### config.mk
export PLATFORM = sky130hd
export DESIGN_NAME = forth_core_p
export DESIGN_NICKNAME = d
export VERILOG_FILES = /design/src/rtl/forth_pkg.sv /design/src/rtl/forth_stack.sv /design/src/rtl/forth_core_p.sv
export SDC_FILE = /design/constraint.sdc
export NUM_CORES = 1
export LEC_CHECK = 0
export CAP_MARGIN = 25
export CORE_MARGIN = 2
export CORE_UTILIZATION = 25
export CTS_BUF_LIST = sky130_fd_sc_hd__clkbuf_16
export DETAILED_ROUTE_END_ITERATION = 8
export PLACE_DENSITY = 0.39
export SYNTH_ARGS = -nofsm -noshare
export SYNTH_HDL_FRONTEND = slang
export SYNTH_SLANG_ARGS = --single-unit
### constraint.sdc
create_clock -name clk -period 15.7 [get_ports clk]
set_clock_uncertainty 0.05 [all_clocks]
set_input_delay 3.14 -clock clk [delete_from_list [all_inputs] [get_ports clk]]
set_output_delay 3.14 -clock clk [all_outputs]
set_load 0.005 [all_outputs]
### src/rtl/forth_pkg.sv
// Shared encodings for the two-stack Forth core: instruction fields, opcode
// selectors, fault codes and the control FSM states.
package forth_pkg;

    localparam logic [15:0] OP_NOP = 16'hE040;

    localparam int B_LIT     = 15;
    localparam int B_CALL    = 12;
    localparam int B_RET     = 12;
    localparam int B_MEM     = 11;
    localparam int B_WE      = 10;
    localparam int B_RSP_DIR = 5;
    localparam int B_RSP_EN  = 4;
    localparam int B_PSP_DIR = 3;
    localparam int B_PSP_EN  = 2;

    typedef enum logic [1:0] {IP_JMP, IP_ZBR, IP_EXEC, IP_ALU} ipsel_e;
    typedef enum logic [1:0] {TS_ALU, TS_KEEP, TS_PSTK, TS_RSTK} tos_sel_e;
    typedef enum logic [2:0] {
        ALU_NOT, ALU_ASHR, ALU_ZEQ, ALU_NEG, ALU_AND, ALU_OR, ALU_XOR, ALU_ADD
    } alu_e;
    typedef enum logic [2:0] {F_NONE, F_POVF, F_PUNF, F_ROVF, F_RUNF} fault_e;
    typedef enum logic [1:0] {S_WAIT, S_RUN, S_MEM, S_HALT} state_e;

endpackage

### src/rtl/forth_stack.sv
// LIFO used for both the parameter and return stacks; the top-of-stack
// register lives in the core, so this holds only the entries below it.
module forth_stack
    import forth_pkg::*;
#(
    parameter  int WIDTH = 16,
    parameter  int DEPTH = 32,
    localparam int AW    = $clog2(DEPTH),
    localparam int DW    = $clog2(DEPTH + 1)
) (
    input  logic             clk,
    input  logic             reset,
    input  logic             push,
    input  logic             pop,
    input  logic [WIDTH-1:0] din,
    output logic [WIDTH-1:0] top,
    output logic [DW-1:0]    depth,
    output logic             full,
    output logic             empty
);
    logic [WIDTH-1:0] mem [DEPTH];
    logic [AW-1:0]    sp, tidx;

    assign sp    = depth[AW-1:0];
    assign tidx  = sp - 1'b1;
    assign top   = mem[tidx];
    assign full  = (depth == DW'(DEPTH));
    assign empty = (depth == '0);

    always_ff @(posedge clk) begin
        if (reset)
            depth <= '0;
        else if (push && !pop)
            depth <= depth + 1'b1;
        else if (pop && !push)
            depth <= depth - 1'b1;
    end

    // push+pop replaces the current top in place
    always_ff @(posedge clk) begin
        if (push && !pop)
            mem[sp] <= din;
        else if (push && pop)
            mem[tidx] <= din;
    end

endmodule

### src/rtl/forth_core_p.sv
// Two-stack Forth CPU with TOS in a register, a stalling data-memory port
// and stack-fault halt. iaddr is the next IP so the sync ROM keeps 1 instr/cycle.
module forth_core_p
    import forth_pkg::*;
#(
    parameter int WIDTH       = 16,
    parameter int STACK_DEPTH = 32,
    parameter int IADDR_W     = 12,
    parameter int DADDR_W     = 12
) (
    input  logic               clk,
    input  logic               reset,
    output logic [IADDR_W-1:0] iaddr,
    input  logic [15:0]        idata,
    output logic [DADDR_W-1:0] daddr,
    output logic [WIDTH-1:0]   dwdata,
    input  logic [WIDTH-1:0]   drdata,
    output logic               dreq,
    output logic               dwe,
    input  logic               dack,
    output logic               halted,
    output logic [2:0]         fault
);
    localparam int DW = $clog2(STACK_DEPTH + 1);

    state_e             state;
    fault_e             flt;
    logic [IADDR_W-1:0] ip, ip_n, ip_inc;
    logic [WIDTH-1:0]   tos, tos_n, alu, p_top, r_top, r_din;
    logic [15:0]        ins, mem_ir;
    logic [DW-1:0]      p_depth, r_depth;
    logic               p_full, p_empty, r_full, r_empty;
    logic               p_push, p_pop, r_push, r_pop, is_mem, commit;
    logic               unused_bits;

    assign unused_bits = ^ins[9:8];

    // A held mem op re-decodes from its latched copy; WAIT/HALT see a NOP.
    always_comb begin
        case (state)
            S_RUN:   ins = idata;
            S_MEM:   ins = mem_ir;
            default: ins = OP_NOP;
        endcase
    end

    always_comb begin
        case (alu_e'(ins[2:0]))
            ALU_NOT:  alu = ~tos;
            ALU_ASHR: alu = {tos[WIDTH-1], tos[WIDTH-1:1]};
            ALU_ZEQ:  alu = {WIDTH{tos == '0}};
            ALU_NEG:  alu = -tos;
            ALU_AND:  alu = tos & p_top;
            ALU_OR:   alu = tos | p_top;
            ALU_XOR:  alu = tos ^ p_top;
            default:  alu = tos + p_top;
        endcase
    end

    always_comb begin
        ip_inc = ip + 1'b1;
        ip_n   = ip_inc;
        tos_n  = tos;
        r_din  = {{(WIDTH-IADDR_W){1'b0}}, ip_inc};
        p_push = 1'b0;
        p_pop  = 1'b0;
        r_push = 1'b0;
        r_pop  = 1'b0;
        is_mem = 1'b0;
        if (!ins[B_LIT]) begin
            p_push = 1'b1;
            tos_n  = {{(WIDTH-15){1'b0}}, ins[14:0]};
        end else begin
            case (ipsel_e'(ins[14:13]))
                IP_JMP: begin
                    ip_n   = ins[IADDR_W-1:0];
                    r_push = ins[B_CALL];
                end
                IP_ZBR: begin
                    ip_n  = (tos == '0) ? ins[IADDR_W-1:0] : ip_inc;
                    p_pop = 1'b1;
                    tos_n = p_top;
                end
                IP_EXEC: begin
                    ip_n   = tos[IADDR_W-1:0];
                    r_push = 1'b1;
                    p_pop  = 1'b1;
                    tos_n  = p_top;
                end
                default: begin
                    if (ins[B_MEM]) begin
                        is_mem = 1'b1;
                        if (ins[B_WE]) begin
                            p_pop = 1'b1;
                            tos_n = p_top;
                        end else begin
                            tos_n = drdata;
                        end
                    end else begin
                        case (tos_sel_e'(ins[7:6]))
                            TS_ALU:  tos_n = alu;
                            TS_PSTK: tos_n = p_top;
                            TS_RSTK: tos_n = r_top;
                            default: tos_n = tos;
                        endcase
                        p_push = ins[B_PSP_EN] &  ins[B_PSP_DIR];
                        p_pop  = ins[B_PSP_EN] & ~ins[B_PSP_DIR];
                        r_push = ins[B_RSP_EN] &  ins[B_RSP_DIR];
                        r_pop  = ins[B_RET] | (ins[B_RSP_EN] & ~ins[B_RSP_DIR]);
                        if (ins[B_RSP_EN] && ins[B_RSP_DIR])
                            r_din = tos;
                        if (ins[B_RET])
                            ip_n = r_top[IADDR_W-1:0];
                    end
                end
            endcase
        end
    end

    // P-stack faults take priority over R-stack faults
    always_comb begin
        flt = F_NONE;
        if (p_push && !p_pop && p_full)
            flt = F_POVF;
        else if (p_pop && !p_push && p_empty)
            flt = F_PUNF;
        else if (r_push && !r_pop && r_full)
            flt = F_ROVF;
        else if (r_pop && !r_push && r_empty)
            flt = F_RUNF;
    end

    assign commit = (state == S_RUN && flt == F_NONE && !is_mem) ||
                    (state == S_MEM && dack);
    assign iaddr  = commit ? ip_n : ip;
    assign daddr  = tos[DADDR_W-1:0];
    assign dwdata = p_top;

    forth_stack #(.WIDTH(WIDTH), .DEPTH(STACK_DEPTH)) u_pstk (
        .clk   (clk),
        .reset (reset),
        .push  (p_push && commit),
        .pop   (p_pop && commit),
        .din   (tos),
        .top   (p_top),
        .depth (p_depth),
        .full  (p_full),
        .empty (p_empty)
    );

    forth_stack #(.WIDTH(WIDTH), .DEPTH(STACK_DEPTH)) u_rstk (
        .clk   (clk),
        .reset (reset),
        .push  (r_push && commit),
        .pop   (r_pop && commit),
        .din   (r_din),
        .top   (r_top),
        .depth (r_depth),
        .full  (r_full),
        .empty (r_empty)
    );

    always_ff @(posedge clk) begin
        if (reset) begin
            state  <= S_WAIT;
            ip     <= '0;
            tos    <= '0;
            mem_ir <= OP_NOP;
            dreq   <= 1'b0;
            dwe    <= 1'b0;
            halted <= 1'b0;
            fault  <= F_NONE;
        end else begin
            case (state)
                S_WAIT: state <= S_RUN;
                S_RUN: begin
                    if (flt != F_NONE) begin
                        state  <= S_HALT;
                        halted <= 1'b1;
                        fault  <= flt;
                    end else if (is_mem) begin
                        state  <= S_MEM;
                        mem_ir <= ins;
                        dreq   <= 1'b1;
                        dwe    <= ins[B_WE];
                    end
                end
                S_MEM: begin
                    if (dack) begin
                        state <= S_RUN;
                        dreq  <= 1'b0;
                        dwe   <= 1'b0;
                    end
                end
                default: ;
            endcase
            if (commit) begin
                ip  <= ip_n;
                tos <= tos_n;
            end
        end
    end

endmodule

==> results.toml, run 1 <==
[outcome]
status = "completed"

[final_layout]
layout.cells.non_filler = 5556
layout-area-overhead-vs-synth_pct = 17.8
final_area_mm2 = 0.0554
fin_nets = 3056
post-route-util = 0.296
drive_above_1_share = 0.223

[setup_path]
r2r_slack_ps = 8160
critPathCaptureType = "output pin"
cp_max_fo = 28
crit_type = "input port to output pin"
timing.rr.end = "tos[14]$_SDFFE_PP0P_"
cp.required_ps = 12510
regToRegStartpoint = "u_pstk.depth[0]$_SDFFE_PP0P_"
cp-start-kind = "input port"
r2r_cells = 19
cp.arrival_ps = 7980

[timing]
rsz0062_at_grt = "no"
fin_ws_ps = 4530
timing.hold.ws_ps = 417
max_freq_mhz = 89.5
setup_tns_ps = 0
timing.final.crit_share = 0.711
maxSlewViolCount = 0
final.min_clock_period_ps = 11170
setup_viol = 0
finalHoldViolCount = 0
relSlewSlack = 0.272
tightest_slew_ps = 1090

[synthesis]
async_flop_share = 0
netlist_instances = 2798
yosysWarnings = 0
synth_nets = 2892
synth_top_area_frac = 0.654
synth.cell_area_mm2 = 0.0470
yosysUniqueCellTypes = 103
synth-main-ff-cell = "edfxtp_1"
synthTopCellsByArea = "edfxtp_1, mux4_2, dfxtp_1"
synth_area_per_cell_um2 = 16.8
yosys-top-cells-count = "edfxtp_1, mux4_2, nor2_1, nand2_1, a21oi_1"
yosysMostFrequentCell = "edfxtp_1"
yosys.area.top_type = "edfxtp_1"
synth_seq_area_share = 0.681
synth_edf_count = 1024
synth_seq_cells = 1088

[min_path]
hp-start = "halted$_SDFFE_PP0P_"
hold_path.class = "flop to flop"
holdPathStages = 2
whs_endpoint = "halted$_SDFFE_PP0P_"

[cts]
numCtsBuffers = 115
cts-root-buf = "clkbuf_16"
holdBufCountCts = 0
cts_max_level = 3
cts_resized = 0
cts_max_path_buffers = 3
tritoncts = "yes"
clock_sinks = 1088
path_clk_slew_ps = 60
clock_latency_ps = 750
cts_setup_buffers = 0

[routing]
avgViaCountPerCell = 4.88
drc = 0
antenna_left = 0
totalWireLength_um = 151000
first_pass_iters = 6
drtIter0Drc = 2811
avgRoutedWirePerCell_um = 27.2
via_count = 27101

[floorplan]
floorplan.initialDensity = 0.251
chipHeight_um = 438
core_mm2 = 0.187
rows = 159
dieArea_mm2 = 0.191
fp.dieW_um = 438
ios = 81

[placed_design]
place_inst = 5339
pre_cts_slack_ps = 4470
io_buffers = 80
gp_congestion = 0.871
place_area_mm2 = 0.0515
dp_hpwl_um = 97300

[global_route]
grt_pass1_wl_um = 212000
gr-total-overflow = 0
grt_pass1_vias = 27342
antenna_found_initial = 5
grt_max_degree = 89
grt_usage = 0.155

[flow_run]
cap_violations = 0

[pwr]
peakVddDrop_mv = 0.119
powerDensity_mw_per_mm2 = 186
p_leak_nw = 17.6
power_mw = 10.3
[logic make-up after synthesis]
logic type,after synthesis,share of synthesized area
buffers and inverters,235,0.0223
flip-flops,1088,0.681
multiplexers,350,0.148
AO/OA/AOI/OAI,474,0.0694
AND/OR/NAND/NOR,548,0.0540
adder cells (fa/ha/maj),59,0.0162
XOR/XNOR,44,0.00852
[worst max path at each step]
stage	startpoint	endpoint	slack, ps
floorplan	idata[13]	iaddr[9]	6640
global placement	idata[13]	iaddr[2]	4470
detailed placement	idata[13]	iaddr[2]	4470
CTS	idata[13]	iaddr[2]	4440
global route	idata[13]	iaddr[2]	4150
finish	idata[13]	iaddr[2]	4530
[registers in the layout, summed over array words and instances (netlist names), 2 cells and up]
name	cells
fault	3
mem_ir	16
u_pstk.mem	512
tos	16
u_pstk.depth	6
u_rstk.depth	6
state	2
u_rstk.mem	512
ip	12
[cells in the final DEF (no fill, tap or decap), drive strengths merged, types with 10 or more instances in the layout]
| cell | count |
|---|---|
| nor4 | 13 |
| dfxtp | 64 |
| clkinv | 52 |
| o211ai | 13 |
| clkdlybuf4s50 | 79 |
| or3 | 13 |
| bufinv | 16 |
| xor2 | 18 |
| ha | 56 |
| nor2 | 200 |
| nand2 | 157 |
| nor3 | 34 |
| a211oi | 12 |
| a21oi | 139 |
| mux2i | 62 |
| clkbuf | 120 |
| a22o | 12 |
| inv | 79 |
| edfxtp | 1024 |
| nor2b | 26 |
| a22oi | 19 |
| mux2 | 13 |
| mux4 | 275 |
| a31oi | 28 |
| o22ai | 17 |
| xnor2 | 26 |
| a221oi | 31 |
| o21ai | 84 |
| nand2b | 10 |
| a32oi | 10 |
| nand3 | 36 |
| buf | 147 |
[where the power goes]
part	total (mW)	internal (mW)	switching, mW
clock network	2.80	1.64	1.16
registers	3.46	3.38	0.0874
logic	4.07	1.39	2.68
total	10.3	6.40	3.93
[area by class of cell]
cell class	count	area, um^2
fillers	18462	132000
flip-flops and latches	1088	32100
multi-input cells	1475	14100
well taps	2495	3120
clock buffers	120	3000
repair buffers	226	2010
clock inverters	94	870
inverters	56	210
diodes	2	5.00
[routing by layer]
layer  part of all wire  GRT usage  vias to the layer above
li1                   -          -                    11633
met1               0.42      0.201                    14439
met2               0.50      0.269                      802
met3              0.046     0.0233                      227
met4              0.029     0.0455                        0
met5                  0          0                        -
[critical path, stage by stage]
cell	delay, ps
clkdlybuf4s50_1	400
a221oi_1	630
inv_1	190
ha_1	510
nand3b_1	200
o22ai_1	130
or4_1	640
o31a_4	180
a32oi_4	760
o21ai_0	190
o21ai_0	140
clkdlybuf4s50_1	830
Power figures use the tool's default switching activity.
==> run 2, diff against run 1 <==
- clock period: 15.7 -> 10.9 ns (I/O delays scaled with it)
==> run 2 against run 1 <==
Compared with the run above:
- hold slack improved by 1.9 ps
- via count decreased by 0.61%
- first-iteration DRC count decreased by 3.4%
- wire length increased by 0.40%
- sequential power increased by 44%
- non-clock buffer count decreased by 8
- die area unchanged
- design area decreased by 0.44%
- clock-buffer cell count decreased by 5
==> results.toml, run 2 (synthesis results as in run 1) <==
[cts]
numCtsBuffers = 114
path_clk_slew_ps = 60
cts_resized = 0
holdBufCountCts = 0
cts_max_level = 3
clock_latency_ps = 750
cts-root-buf = "clkbuf_16"
cts_setup_buffers = 0
cts_max_path_buffers = 3
clock_sinks = 1088
tritoncts = "yes"

[floorplan]
rows = 159
chipHeight_um = 438
dieArea_mm2 = 0.191
floorplan.initialDensity = 0.251
fp.dieW_um = 438
core_mm2 = 0.187
ios = 81

[setup_path]
cp_max_fo = 28
r2r_slack_ps = 3290
timing.rr.end = "tos[14]$_SDFFE_PP0P_"
critPathCaptureType = "output pin"
cp.arrival_ps = 7090
path_cells = "clkdlybuf4s50_1, a221oi_1, inv_1, ha_1, nand3b_1, o22ai_1, or4_1, o31a_4, a32oi_4, o21ai_0, o21ai_0, clkdlybuf4s50_1"
cp.required_ps = 8670
cp-start-kind = "input port"
r2r_cells = 19
crit_type = "input port to output pin"
regToRegStartpoint = "u_pstk.depth[0]$_SDFFE_PP0P_"
crit_slowest_cell = "a32oi_4"
slowest_delay_ps = 920

[global_route]
grt_pass1_vias = 27493
grt_max_degree = 100
antenna_found_initial = 4
gr-total-overflow = 0
grt_pass1_wl_um = 215000
grt_usage = 0.157

[timing]
relSlewSlack = 0.241
max_freq_mhz = 107
tightest_slew_ps = 1140
timing.final.crit_share = 0.855
fin_ws_ps = 1580
final.min_clock_period_ps = 9320
maxSlewViolCount = 0
setup_viol = 0
timing.hold.ws_ps = 419
setup_tns_ps = 0
rsz0062_at_grt = "no"
finalHoldViolCount = 0

[routing]
first_pass_iters = 6
drtIter0Drc = 2716
avgRoutedWirePerCell_um = 27.4
avgViaCountPerCell = 4.86
totalWireLength_um = 152000
drc = 0
antenna_left = 0
via_count = 26937

[placed_design]
place_inst = 5330
dp_hpwl_um = 98000
io_buffers = 80
pre_cts_slack_ps = 1500
gp_congestion = 0.865

[min_path]
hp-start = "mem_ir[13]$_SDFFE_PP1P_"
whs_endpoint = "mem_ir[13]$_SDFFE_PP1P_"
holdPathStages = 1
hold_path.class = "flop to flop"

[final_layout]
final_cell_mix = "edfxtp_1, mux4_2, nor2_1"
reg_top3 = "u_pstk.mem (512), u_rstk.mem (512)"
ff_latch_area_mm2 = 0.0321
layout.cells.non_filler = 5546
layout-area-overhead-vs-synth_pct = 17.3
drive_above_1_share = 0.219
multi_input_area_mm2 = 0.0141
final_common_cell = "edfxtp_1"
fill_cells = 18449
num_antenna_cells = 0
fin_nets = 3047

[pwr]
p_leak_nw = 17.5
peakVddDrop_mv = 0.170
powerDensity_mw_per_mm2 = 269
power_mw = 14.9

[outcome]
status = "completed"

[flow_run]
cap_violations = 0
run 2: power by group:
group | total [mW] | internal (mW) | switching (mW)
clock network | 3.90 | 2.22 | 1.67
logic | 5.99 | 2.02 | 3.98
registers | 4.97 | 4.86 | 0.108
total | 14.9 | 9.10 | 5.76
run 2: area by class of cell:
type                    count  share of cell area
repair buffers            218              0.0346
clock inverters            99              0.0157
inverters                  56             0.00381
well taps                2495              0.0566
flip-flops and latches   1088               0.581
clock buffers             115              0.0522
multi-input cells        1475               0.256
run 2: how the worst max path moves through the flow:
| stage | start | end | slack, ps | depth (start not counted) |
|---|---|---|---|---|
| final | idata[13] | iaddr[2] | 1580 | 12 |
| after global routing | idata[13] | iaddr[2] | 1280 | 12 |
| after CTS | idata[13] | iaddr[2] | 1490 | 12 |
| after detailed placement | idata[13] | iaddr[2] | 1500 | 12 |
| after global placement | idata[13] | iaddr[2] | 1460 | 12 |
| after floorplan | idata[13] | iaddr[9] | 3760 | 12 |
run 2: stage by stage:
step	area (um^2)	util
6_report	55100	0.295
5_1_grt	55100	0.295
4_1_cts	55100	0.294
3_5_place_dp	51400	0.274
3_3_place_gp	51300	0.274
2_1_floorplan	47000	-
run 2: critical path, delay by kind of cell:
family	cells	cell delay (ps)
and+or+nand+nor	2	830
AOI/OAI and AO/OA	6	2210
buffers and inverters	3	1300
adders and majority gates	1	520
run 2: layer usage:
layer,up-vias,global-route usage,routed length [um]
met1,14345,0.206,65000
met2,753,0.268,76100
met3,224,0.0228,6300
met4,0,0.0446,4390
met5,-,0,0
li1,11615,-,-
==> run 3, diff against run 2 <==
- CTS_BUF_LIST: sky130_fd_sc_hd__clkbuf_16 -> sky130_fd_sc_hd__clkbuf_8 sky130_fd_sc_hd__clkbuf_16
==> run 3 against run 2 <==
Compared with the run above:
- core utilization about the same
- wire length about the same
- final cell count about the same
- first-iteration DRC count unchanged
- register-to-register slack got worse by 30 ps
- global-route usage about the same
- clock power about the same
- flip-flop and latch count unchanged
- die area unchanged
- non-clock buffer count unchanged
==> results.toml, run 3 (synthesis results as in run 1) <==
[setup_path]
critPathTopFamily = "compound AO/OA/AOI/OAI gates"
crit_slowest_cell = "a32oi_4"
r2r_slack_ps = 3260
critPathCaptureType = "output pin"
cp-start-kind = "input port"
cp_max_fo = 28
worst-path-buf-inv = 3
cp.arrival_ps = 7090
crit_type = "input port to output pin"
timing.rr.end = "tos[14]$_SDFFE_PP0P_"
slowest_delay_ps = 930
regToRegStartpoint = "u_pstk.depth[0]$_SDFFE_PP0P_"
r2r_cells = 19
cp.required_ps = 8670
cp.depth = 12
path_cells = "clkdlybuf4s50_1, a221oi_1, inv_1, ha_1, nand3b_1, o22ai_1, or4_1, o31a_4, a32oi_4, o21ai_0, o21ai_0, clkdlybuf4s50_1"

[placed_design]
gp_congestion = 0.865
pre_cts_slack_ps = 1500
io_buffers = 80
dp_hpwl_um = 98000

[global_route]
grt_pass1_wl_um = 215000
grt_pass1_vias = 27483
antenna_found_initial = 4
grt_max_degree = 100
grt_usage = 0.157
gr-total-overflow = 0

[routing]
antenna_left = 0
via_count = 26961
totalWireLength_um = 152000
drtIter0Drc = 2716
avgRoutedWirePerCell_um = 27.4
drc = 0
avgViaCountPerCell = 4.86
first_pass_iters = 6

[timing]
setup_viol = 0
rsz0062_at_grt = "no"
fin_ws_ps = 1580
finalHoldViolCount = 0
maxSlewViolCount = 0
setup_tns_ps = 0
final.min_clock_period_ps = 9320
timing.final.crit_share = 0.855
tightest_slew_ps = 1140
relSlewSlack = 0.242
max_freq_mhz = 107

[final_layout]
fin_nets = 3047
fill_cells = 18444
final_cell_mix = "edfxtp_1, mux4_2, nor2_1"
reg_top3 = "u_pstk.mem (512), u_rstk.mem (512)"
final_common_cell = "edfxtp_1"
layout-area-overhead-vs-synth_pct = 17.3
drive_above_1_share = 0.219

[floorplan]
core_mm2 = 0.187
dieArea_mm2 = 0.191
rows = 159
ios = 81
floorplan.initialDensity = 0.251
fp.dieW_um = 438
chipHeight_um = 438

[pwr]
powerDensity_mw_per_mm2 = 270
p_leak_nw = 17.5
peakVddDrop_mv = 0.170

[cts]
clock_sinks = 1088
cts_max_level = 3
path_clk_slew_ps = 60
clock_latency_ps = 750
holdBufCountCts = 0
cts-root-buf = "clkbuf_16"
cts_max_path_buffers = 3
tritoncts = "yes"
cts_setup_buffers = 0
cts_resized = 0
numCtsBuffers = 114

[outcome]
status = "completed"

[min_path]
whs_endpoint = "mem_ir[13]$_SDFFE_PP1P_"
hp-start = "mem_ir[13]$_SDFFE_PP1P_"
hold_path.class = "flop to flop"
holdPathStages = 1

[flow_run]
cap_violations = 0
==> run 3: cell count changes in the layout (fill, tap and decap cells not counted) <==
cell,before,now
clkbuf_8,0,1
clkinv_1,26,25
diode_2,0,1
==> run 3: worst max-delay path by stage <==
stage / startpoint / end / slack, ps
finish: idata[13] / iaddr[2] / 1580
detailed placement: idata[13] / iaddr[2] / 1500
CTS: idata[13] / iaddr[2] / 1490
global placement: idata[13] / iaddr[2] / 1460
global route: idata[13] / iaddr[2] / 1280
floorplan: idata[13] / iaddr[9] / 3760
==> run 3: metal layers <==
metal  up-vias  routed length (um)  track usage
met5         -                   0            0
met4         0                4370       0.0447
met3       212                6380       0.0228
met2       788               76100        0.267
met1     14349               65100        0.206
li1      11612                   -            -
==> run 3: stage by stage <==
stage                util  power, mW  instance area (um^2)  instances  hold slack (ps)
floorplan               -       8.34                 47000       2798              387
global placement    0.274       11.1                 51300       5325              403
detailed placement  0.274       11.1                 51400       5330              407
CTS                 0.294       15.1                 55100       5544              422
global route        0.295       15.5                 55200       5546              436
finish              0.295       14.9                 55200       5547              421
==> run 3: power by group <==
part / internal (mW) / switching [mW] / total [mW]
logic: 2.02 / 3.98 / 6.00
clock network: 2.23 / 1.68 / 3.90
registers: 4.86 / 0.109 / 4.97
total: 9.11 / 5.76 / 14.9
==> run 3: cell type report <==
class	count	area, um^2	share of cell area
sequential	1088	32100	0.581
timing repair buffer	218	1910	0.0346
inverter	56	210	0.00381
antenna	1	2.50	0.0000454
clock buffer	116	2890	0.0524
tap	2495	3120	0.0566
clock inverter	98	860	0.0156
multi-input combinational	1475	14100	0.256
